$ cat src/rtl/led_effect_engine.sv
// N-bit LED pattern engine: fill/drain, running dot, ping-pong and blink,
// with a step prescaler, direction select and tick/done pulses for chaining.
module led_effect_engine #(
   parameter int N   = 8,
   parameter int DIV = 4
) (
   input  logic         clk,
   input  logic         reset,
   input  logic         en,
   input  logic [1:0]   mode,
   input  logic         lr,
   output logic [N-1:0] q,
   output logic         tick,
   output logic         done
);

   localparam int PW = (DIV > 1) ? $clog2(DIV) : 1;
   localparam int CW = $clog2(2 * N);

   typedef enum logic [1:0] {
      FILL  = 2'b00,
      DOT   = 2'b01,
      PING  = 2'b10,
      BLINK = 2'b11
   } mode_t;

   mode_t         mode_r;
   logic          lr_r;
   logic          load_pending;
   logic [PW-1:0] presc;
   logic [CW-1:0] cnt;
   logic          dir;          // ping-pong: 0 = moving away from the entry end

   logic          load;
   logic [N-1:0]  start_q;
   logic [N-1:0]  next_q;
   logic          next_dir;
   logic          fill_bit;
   logic [CW-1:0] last_step;

   assign load = load_pending || (mode_t'(mode) != mode_r) || (lr != lr_r);

   always_comb begin
      start_q = '0;
      if (mode_t'(mode) == DOT || mode_t'(mode) == PING)
         start_q = lr ? {1'b1, {(N-1){1'b0}}} : N'(1);
   end

   always_comb begin
      case (mode_r)
         FILL:    last_step = CW'(2 * N - 1);
         DOT:     last_step = CW'(N - 1);
         PING:    last_step = CW'(2 * N - 3);
         default: last_step = CW'(1);
      endcase
   end

   // NOTE: every signal gets a default before the case so no path leaves it
   // unassigned; a missing default would infer a latch.
   always_comb begin
      next_q   = q;
      next_dir = dir;
      fill_bit = (cnt < CW'(N));
      case (mode_r)
         FILL:  next_q = lr_r ? {fill_bit, q[N-1:1]} : {q[N-2:0], fill_bit};
         DOT:   next_q = lr_r ? {q[0], q[N-1:1]} : {q[N-2:0], q[N-1]};
         PING: begin
            next_q = (lr_r ^ dir) ? (q >> 1) : (q << 1);
            if (next_q[0] || next_q[N-1])
               next_dir = ~dir;
         end
         default: next_q = {N{cnt == '0}};
      endcase
   end

   // NOTE: all state updates use non-blocking assignments so every register
   // samples the pre-edge values regardless of statement order.
   always_ff @(posedge clk) begin
      if (reset) begin
         q            <= '0;
         tick         <= 1'b0;
         done         <= 1'b0;
         presc        <= '0;
         cnt          <= '0;
         dir          <= 1'b0;
         load_pending <= 1'b1;
         mode_r       <= FILL;
         lr_r         <= 1'b0;
      end else if (load) begin
         mode_r       <= mode_t'(mode);
         lr_r         <= lr;
         q            <= start_q;
         presc        <= '0;
         cnt          <= '0;
         dir          <= 1'b0;
         load_pending <= 1'b0;
         tick         <= 1'b0;
         done         <= 1'b0;
      end else if (en) begin
         if (presc == PW'(DIV - 1)) begin
            presc <= '0;
            q     <= next_q;
            dir   <= next_dir;
            tick  <= 1'b1;
            done  <= (cnt == last_step);
            cnt   <= (cnt == last_step) ? '0 : cnt + 1'b1;
         end else begin
            presc <= presc + 1'b1;
            tick  <= 1'b0;
            done  <= 1'b0;
         end
      end else begin
         tick <= 1'b0;
         done <= 1'b0;
      end
   end

endmodule

$ cat config.mk
export PLATFORM = sky130hd
export DESIGN_NAME = led_effect_engine
export DESIGN_NICKNAME = d
export VERILOG_FILES = /design/src/rtl/led_effect_engine.sv
export SDC_FILE = /design/constraint.sdc
export NUM_CORES = 1
export LEC_CHECK = 0
export ABC_CLOCK_PERIOD_IN_PS = 2600
export CAP_MARGIN = 20
export CORE_MARGIN = 5
export CORE_UTILIZATION = 53
export CTS_BUF_LIST = sky130_fd_sc_hd__clkbuf_4
export DETAILED_ROUTE_END_ITERATION = 7
export GPL_TIMING_DRIVEN = 1
export HOLD_SLACK_MARGIN = 0.1
export PLACE_DENSITY = 0.76
export SETUP_SLACK_MARGIN = 0.02
export SLEW_MARGIN = 40
export SYNTH_ARGS = -nofsm -noshare
export SYNTH_HDL_FRONTEND = slang
export SYNTH_SLANG_ARGS = --single-unit
$ cat constraint.sdc
create_clock -name clk -period 2.6 [get_ports clk]
set_input_delay 0.52 -clock clk [delete_from_list [all_inputs] [get_ports clk]]
set_output_delay 0.52 -clock clk [all_outputs]
set_load 0.02 [all_outputs]
==> results of run 1 <==
path summary, 6_finish.rpt:
check,from,endpoint,slack [ns],cells after the start
worst max-delay path,q[6]$_SDFFE_PP0P_,q[6],0.61,1
worst min-delay path,presc[1]$_SDFFE_PP0P_,presc[1]$_SDFFE_PP0P_,0.53,2
worst max register to register,mode_r[0]$_SDFFE_PP0P_,cnt[1]$_SDFFE_PP0N_,0.70,4
worst min register to register,presc[1]$_SDFFE_PP0P_,presc[1]$_SDFFE_PP0P_,0.53,2
sequential cells by signal, indices dropped and copies added, names as in the netlist:
register      cells
cnt               4
dir               1
done              1
load_pending      1
lr_r              1
mode_r            2
presc             2
q                 8
tick              1
power by group:
| part | internal, uW | switching [uW] |
|---|---|---|
| logic | 32.9 | 39.0 |
| clock network | 57.4 | 101 |
| registers | 328 | 7.63 |
kinds of logic after synthesis:
| group | Yosys count | synth area share [%] |
|---|---|---|
| AOI/OAI and AO/OA | 44 | 24.7 |
| and+or+nand+nor | 44 | 18.8 |
| DFF | 21 | 31.0 |
| buffers and inverters | 16 | 6.36 |
| muxes | 16 | 12.5 |
| xor gates and xnor gates | 6 | 3.87 |
| adders and majority gates | 3 | 2.77 |
synthesized netlist by cell type, types with 4 or more instances:
master,instances
nand2_1,14
o21ai_0,7
o22a_1,4
o221ai_1,4
mux2_2,8
xor2_1,4
a21oi_2,6
mux2i_1,8
nor2_1,6
dfxtp_1,21
nor2_2,4
nor2b_1,4
o211ai_1,4
a21oi_1,4
inv_1,6
area by class of cell:
cell class | instances | area [um^2] | area share (%)
sequential | 21 | 420 | 27.6
clock inverter | 1 | 5.00 | 0.328
clock buffer | 3 | 22.5 | 1.48
multi-input combinational | 113 | 851 | 55.8
timing repair buffer | 17 | 165 | 10.8
inverter | 6 | 22.5 | 1.48
tap | 30 | 37.5 | 2.46
per-layer routing:
| metal | global-route usage [%] | vias up |
|---|---|---|
| met5 | 0 | - |
| met4 | 7.74 | 0 |
| met3 | 2.55 | 8 |
| met2 | 31.5 | 33 |
| met1 | 23.0 | 561 |
| li1 | - | 566 |
through the flow:
stage               power, uW  hold WS (ns)
global route              596         0.565
global placement          410         0.484
floorplan                 392         0.473
finish                    565         0.528
CTS                       570         0.527
detailed placement        414         0.500
==> flow_metrics.py, run 1 <==
metrics = {
    "outcome": {
        "status": "finished, final reports clean",
    },
    "final_layout": {
        "instances_no_fill": 191,
        "final_util_pct": 62.1,
        "nFillCells": 223,
        "final_common_cell": "dfxtp_1",
        "syn2layout_area_growth_pct": 12.3,
        "layout_common_cells": "dfxtp_1 (21), clkdlybuf4s50_1 (15), nand2_1 (14), mux2_2 (8), mux2i_1 (8)",
        "diodes": 0,
        "final_layout_size_suffix_gt1_share_pct": 17.4,
        "fin_area_um2": 1520,
        "nets": 171,
    },
    "yosys": {
        "syn_inst": 150,
        "synth-seq-cells": 21,
        "syn_area_per_cell_um2": 9.05,
        "ys_seq_area_share_pct": 31.0,
        "synth_area_leaders": "dfxtp_1 (31%), mux2_2 (6.6%), mux2i_1 (5.9%), nand2_1 (3.9%), a21oi_2 (3.9%)",
        "synth_edf_count": 0,
        "synth_top_area_share_pct": 31.0,
        "synthArstFlopShare_pct": 0,
        "synth_nets": 159,
        "ys_types": 44,
        "synth_top_area_cell": "dfxtp_1",
        "syn-cell-area_um2": 1360,
        "yosys_warnings": 0,
        "synth_ff_type": "dfxtp_1",
    },
    "timing": {
        "period_share_pct": 76.4,
        "tns_ns": 0,
        "slew_headroom_pct": 69.1,
        "fmax_ghz": 0.504,
        "rsz0062_at_grt": "no",
        "setup_violations": 0,
        "drv_slew": 0,
        "finalHoldViolCount": 0,
        "skew_ns": 0.00546,
        "tightestPinTransition_ns": 0.461,
        "setup_slack_ns": 0.614,
        "min_period_ns": 1.99,
    },
    "clocking": {
        "cts_made_buffers": 3,
        "cts_max_path_buffers": 2,
        "clkLatencyLatePin_ns": 0.31,
        "post_cts.repair.setup_buffers": 0,
        "cts_tree": "built",
        "clkTransAtPathRegs_ns": 0.12,
        "cts_root_buf": "clkbuf_4",
        "h-tree-depth": 1,
        "hold_buffers": 0,
        "cts_resized": 0,
        "cts.sink_count": 21,
    },
    "placement": {
        "place_area_um2": 1500,
        "hpwl_mm": 2.24,
        "pre_cts_ws_ns": 0.312,
        "place_inst": 187,
        "place.port_buffers": 15,
        "routabilityCongestion": 0.911,
    },
    "power_and_ir_drop": {
        "leakage_uw": 0.000522,
        "peakVddDrop_uv": 284,
        "power.density_nw_per_um2": 371,
    },
    "routing": {
        "route.met2.wl_mm": 1.56,
        "drt-pass1-iter-count": 5,
        "drc": 0,
        "wl_per_cell_um": 16.0,
        "dr_total_vias": 1168,
        "ant_nets": 0,
        "wl_met3_um": 133,
        "drtIter0Drc": 58,
        "drt-total-wl_mm": 3.06,
        "wl_met1_mm": 1.32,
        "via_per_inst": 6.12,
        "topRoutingLayerUsed": "met4",
    },
    "setup_path": {
        "crit_chain": "clkdlybuf4s50_1",
        "cp_data_arrival_time_ns": 1.47,
        "cp_slowest_cell": "clkdlybuf4s50_1",
        "worstPathRequired_ns": 2.08,
        "critical_path.max_stage_delay_ns": 0.66,
        "critPathCaptureType": "primary output",
        "crit_buf_inv": 1,
        "critPathTopFamily": "buffers and inverters",
        "critical_path_class": "flop to primary output",
        "crit_fanout": 8,
        "startpoint_type": "flop",
    },
    "floorplan": {
        "dieArea_um2": 3670,
        "fp.dieW_um": 60.6,
        "die_h_um": 60.6,
        "num_io_pins": 16,
        "core_area_um2": 2450,
        "start_util_pct": 55.3,
        "row_count": 18,
    },
    "global_route": {
        "grt_overflow": 0,
        "grt.total_usage_pct": 18.3,
        "grt_max_degree": 21,
        "grt_pass1_vias": 1096,
        "grt_pass1_wl_mm": 5.05,
        "antenna_found_initial": 0,
    },
    "run": {
        "maxCapViolCount": 0,
    },
    "min_path": {
        "hp-class": "flop to flop",
    },
}
(Power assumes the default switching activity.)
==> run 2, diff against run 1 <==
Settings changed: ABC_CLOCK_PERIOD_IN_PS 2600 to 1700, CORE_UTILIZATION 53 to 52, PLACE_DENSITY 0.76 to 0.78.
Clock period 2.6 ns to 1.7 ns, I/O delays scaled along.
==> flow_metrics.py, run 2 (same netlist as run 1, synthesis figures left out) <==
metrics = {
    "outcome": {
        "status": "finished, final reports clean",
    },
    "setup_path": {
        "critical_path_class": "flop to flop",
        "crit_fanout": 19,
        "startpoint_type": "flop",
        "path_depth": 5,
        "worstPathRequired_ns": 1.90,
        "cp_data_arrival_time_ns": 1.78,
        "crit_chain": "buf_12 -> mux2_2 -> o22a_1 -> o221ai_1 -> a21oi_2",
        "critPathTopFamily": "compound AO/OA/AOI/OAI gates",
        "r2r_cells": 5,
        "critPathCaptureType": "flop",
        "crit_buf_inv": 1,
        "cp_slowest_cell": "dfxtp_1",
        "critical_path.max_stage_delay_ns": 0.41,
    },
    "timing": {
        "skew_ns": 0.00351,
        "period_share_pct": 92.6,
        "rsz0062_at_grt": "no",
        "fmax_ghz": 0.635,
        "tns_ns": 0,
        "tightestPinTransition_ns": 0.343,
        "finalHoldViolCount": 0,
        "min_period_ns": 1.57,
        "drv_slew": 0,
        "setup_violations": 0,
        "slew_headroom_pct": 76.9,
    },
    "floorplan": {
        "num_io_pins": 16,
        "row_count": 18,
        "fp.dieW_um": 61.1,
        "start_util_pct": 54.8,
        "core_area_um2": 2480,
        "dieArea_um2": 3730,
        "die_h_um": 61.1,
    },
    "placement": {
        "place.port_buffers": 15,
        "place_inst": 201,
        "hpwl_mm": 2.29,
        "routabilityCongestion": 0.888,
    },
    "final_layout": {
        "layout_common_cells": "dfxtp_1 (19), nand2_1 (14), buf_4 (14)",
        "diodes": 0,
        "instances_no_fill": 205,
        "final_layout_size_suffix_gt1_share_pct": 25.1,
        "nets": 185,
        "reg_top3": "q: 8 flops, cnt: 4 flops",
        "syn2layout_area_growth_pct": 21.5,
        "largest_reg_flops": 8,
        "nFillCells": 208,
        "regMostFlops": "q",
        "final_common_cell": "dfxtp_1",
    },
    "power_and_ir_drop": {
        "leakage_uw": 0.000639,
        "power.density_nw_per_um2": 545,
        "peakVddDrop_uv": 399,
    },
    "global_route": {
        "grt_max_degree": 20,
        "grt.total_usage_pct": 18.6,
        "grt_pass1_vias": 1182,
        "antenna_found_initial": 0,
        "grt_overflow": 0,
        "grt_pass1_wl_mm": 5.22,
    },
    "clocking": {
        "cts_made_buffers": 3,
        "h-tree-depth": 1,
        "clkTransAtPathRegs_ns": 0.12,
        "cts.sink_count": 21,
        "clkLatencyLatePin_ns": 0.31,
        "cts_max_path_buffers": 2,
        "hold_buffers": 0,
        "cts_tree": "built",
        "cts_root_buf": "clkbuf_4",
    },
    "routing": {
        "dr_total_vias": 1214,
        "wl_per_cell_um": 14.5,
        "drc": 0,
        "drtIter0Drc": 49,
        "ant_nets": 0,
        "via_per_inst": 5.92,
        "drt-total-wl_mm": 2.97,
        "drt-pass1-iter-count": 5,
    },
    "min_path": {
        "holdPathStages": 2,
        "hp-class": "flop to flop",
    },
    "run": {
        "maxCapViolCount": 0,
    },
}
==> run 2: cell types whose count changed in the layout (fill, tap and decap cells not counted) <==
cell / before / now
buf_12: 0 / 2
buf_4: 2 / 14
clkbuf_4: 3 / 4
clkdlybuf4s50_1: 15 / 7
clkinv_2: 1 / 0
dfxtp_1: 21 / 19
dfxtp_2: 0 / 2
dlygate4sd2_1: 0 / 8
==> run 2: tightest hold or removal path, stage by stage, from the launching register on <==
cell,delay [ns]
dfxtp_1,0.35
mux2i_1,0.08
nor2_2,0.07
==> run 2: report_power, final <==
part	switching (uW)	total [uW]	leakage (uW)	internal, uW
combinational	61.9	125	0.000449	63.1
sequential	11.3	512	0.000172	501
clock	154	262	0.0000184	108
==> run 2: area by class of cell <==
type	count	area [um^2]	area share (%)
repair buffers	31	285	17.3
flip-flops and latches	21	423	25.6
inverters	6	22.5	1.37
multi-input cells	113	851	51.6
clock buffers	4	30.0	1.82
well taps	30	37.5	2.28
==> run 2: routing by layer <==
layer | routed length [um] | GRT usage (%) | vias up
met5 | 0 | 0 | -
met2 | 1550 | 32.6 | 29
met4 | 56 | 8.67 | 0
met3 | 133 | 2.73 | 8
met1 | 1230 | 22.2 | 578
li1 | - | - | 599
==> run 2: path summary, 6_finish.rpt <==
check | startpoint | end | slack, ns
min reg2reg | presc[1]$_SDFFE_PP0P_ | presc[1]$_SDFFE_PP0P_ | 0.52
min | presc[1]$_SDFFE_PP0P_ | presc[1]$_SDFFE_PP0P_ | 0.52
max reg2reg | lr_r$_SDFFE_PP0P_ | q[1]$_SDFFE_PP0P_ | 0.13
max | lr_r$_SDFFE_PP0P_ | q[1]$_SDFFE_PP0P_ | 0.13
==> run 2: repair_timing <==
action,CTS,global route
hold endpoints to repair,0,0
resized for setup,9,1
setup buffers,0,0
endpoints found under the setup margin,8,2
==> run 2: through the flow <==
stage / power [uW] / util [%] / hold slack, ns / instance area, um^2 / setup WS [ns]
2_1_floorplan: 599 / - / 0.412 / 1360 / 0.316
3_3_place_gp: 645 / 65.7 / 0.484 / 1630 / -0.0457
3_5_place_dp: 650 / 65.7 / 0.506 / 1630 / -0.101
4_1_cts: 906 / 66.5 / 0.532 / 1650 / 0.112
5_1_grt: 942 / 66.6 / 0.563 / 1650 / 0.0516
6_report: 899 / 66.6 / 0.524 / 1650 / 0.125
==> run 3, diff against run 2 <==
Settings changed: SETUP_SLACK_MARGIN 0.02 to not set.
==> flow_metrics.py, run 3 (same netlist as run 1, synthesis figures left out) <==
metrics = {
    "routing": {
        "wl_per_cell_um": 14.5,
        "drt-total-wl_mm": 2.97,
        "dr_total_vias": 1214,
        "drt-pass1-iter-count": 5,
        "drtIter0Drc": 49,
        "ant_nets": 0,
        "drc": 0,
        "via_per_inst": 5.92,
    },
    "power_and_ir_drop": {
        "total_power_uw": 900,
        "power.density_nw_per_um2": 545,
        "leakage_uw": 0.000651,
        "peakVddDrop_uv": 399,
    },
    "clocking": {
        "cts_root_buf": "clkbuf_4",
        "cts.sink_count": 21,
        "cts_made_buffers": 3,
        "cts_max_path_buffers": 2,
        "clkLatencyLatePin_ns": 0.31,
        "post_cts.repair.setup_buffers": 0,
        "clkTransAtPathRegs_ns": 0.12,
        "cts_tree": "built",
        "h-tree-depth": 1,
    },
    "global_route": {
        "grt_overflow": 0,
        "grt_max_degree": 20,
        "grt_pass1_wl_mm": 5.22,
        "grt_pass1_vias": 1182,
        "antenna_found_initial": 0,
        "grt.total_usage_pct": 18.6,
    },
    "final_layout": {
        "reg_top3": "q: 8 flops, cnt: 4 flops",
        "syn2layout_area_growth_pct": 21.7,
        "diodes": 0,
        "layout_common_cells": "dfxtp_1 (20), nand2_1 (14), buf_4 (14), mux2_2 (8), mux2i_1 (8)",
        "nets": 185,
        "final_util_pct": 66.7,
        "final_layout_size_suffix_gt1_share_pct": 24.6,
        "largest_reg_flops": 8,
        "regMostFlops": "q",
        "final_common_cell": "dfxtp_1",
    },
    "setup_path": {
        "critPathCaptureType": "flop",
        "startpoint_type": "flop",
        "crit_fanout": 6,
        "worstPathRequired_ns": 1.90,
        "critical_path_class": "flop to flop",
        "cp_data_arrival_time_ns": 1.77,
    },
    "placement": {
        "hpwl_mm": 2.29,
        "routabilityCongestion": 0.888,
        "place.port_buffers": 15,
        "pre_cts_ws_ns": -0.101,
    },
    "floorplan": {
        "fp.dieW_um": 61.1,
        "row_count": 18,
        "dieArea_um2": 3730,
        "die_h_um": 61.1,
        "start_util_pct": 54.8,
        "num_io_pins": 16,
        "core_area_um2": 2480,
    },
    "timing": {
        "drv_slew": 0,
        "min_period_ns": 1.57,
        "setup_violations": 0,
        "slew_headroom_pct": 76.9,
        "skew_ns": 0.00351,
        "fmax_ghz": 0.635,
        "setup_slack_ns": 0.125,
        "rsz0062_at_grt": "no",
        "period_share_pct": 92.6,
        "finalHoldViolCount": 0,
        "tightestPinTransition_ns": 0.343,
    },
    "run": {
        "maxCapViolCount": 0,
    },
    "min_path": {
        "hp-class": "flop to flop",
    },
    "outcome": {
        "status": "finished, final reports clean",
    },
}
run 3: critical path, cell delays in order, from the launching register on:
cell     delay, ns
dfxtp_1       0.45
inv_1         0.11
ha_1          0.20
nor3b_1       0.14
o21a_1        0.19
buf_4         0.15
o21ai_0       0.11
a31oi_1       0.11
run 3: per-layer routing:
| metal | global-route usage [%] | up-vias | wire [um] |
|---|---|---|---|
| li1 | - | 599 | - |
| met1 | 22.2 | 578 | 1230 |
| met2 | 32.6 | 29 | 1550 |
| met3 | 2.73 | 8 | 134 |
| met4 | 8.67 | 0 | 56 |
| met5 | 0 | - | 0 |
run 3: final cells by class:
cell class	count	area (um^2)
multi-input cells	113	851
well taps	30	37.5
flip-flops and latches	21	422
inverters	6	22.5
fillers	207	826
repair buffers	31	289
clock buffers	4	30.0
run 3: final timing paths:
kind / slack, ns / endpoint / from / cells after the start
setup reg to reg: 0.13 / q[0]$_SDFFE_PP0P_ / cnt[1]$_SDFFE_PP0N_ / 7
hold reg to reg: 0.52 / presc[1]$_SDFFE_PP0P_ / presc[1]$_SDFFE_PP0P_ / 2
hold / removal: 0.52 / presc[1]$_SDFFE_PP0P_ / presc[1]$_SDFFE_PP0P_ / 2
setup / recovery: 0.13 / q[0]$_SDFFE_PP0P_ / cnt[1]$_SDFFE_PP0N_ / 7
run 3: per-stage QoR:
stage | area [um^2] | TNS (ns) | hold WS, ns | cells
floorplan | 1360 | 0 | 0.412 | 150
global placement | 1630 | -0.517 | 0.484 | 201
detailed placement | 1630 | -1.02 | 0.506 | 201
CTS | 1650 | 0 | 0.532 | 205
global route | 1650 | 0 | 0.563 | 205
finish | 1650 | 0 | 0.524 | 205
run 3: repair_timing:
item                       in CTS  in global routing
gates resized for setup         8                  1
setup endpoints to repair       7                  1
pin swaps                       0                  0
hold buffers                    0                  0
run 3: report_power, final:
group | total (uW) | leakage, uW | internal (uW) | switching (uW)
Clock | 262 | 0.0000184 | 108 | 154
Sequential | 512 | 0.000171 | 501 | 11.3
Combinational | 126 | 0.000461 | 64.0 | 61.9
Total | 900 | 0.000651 | 673 | 227
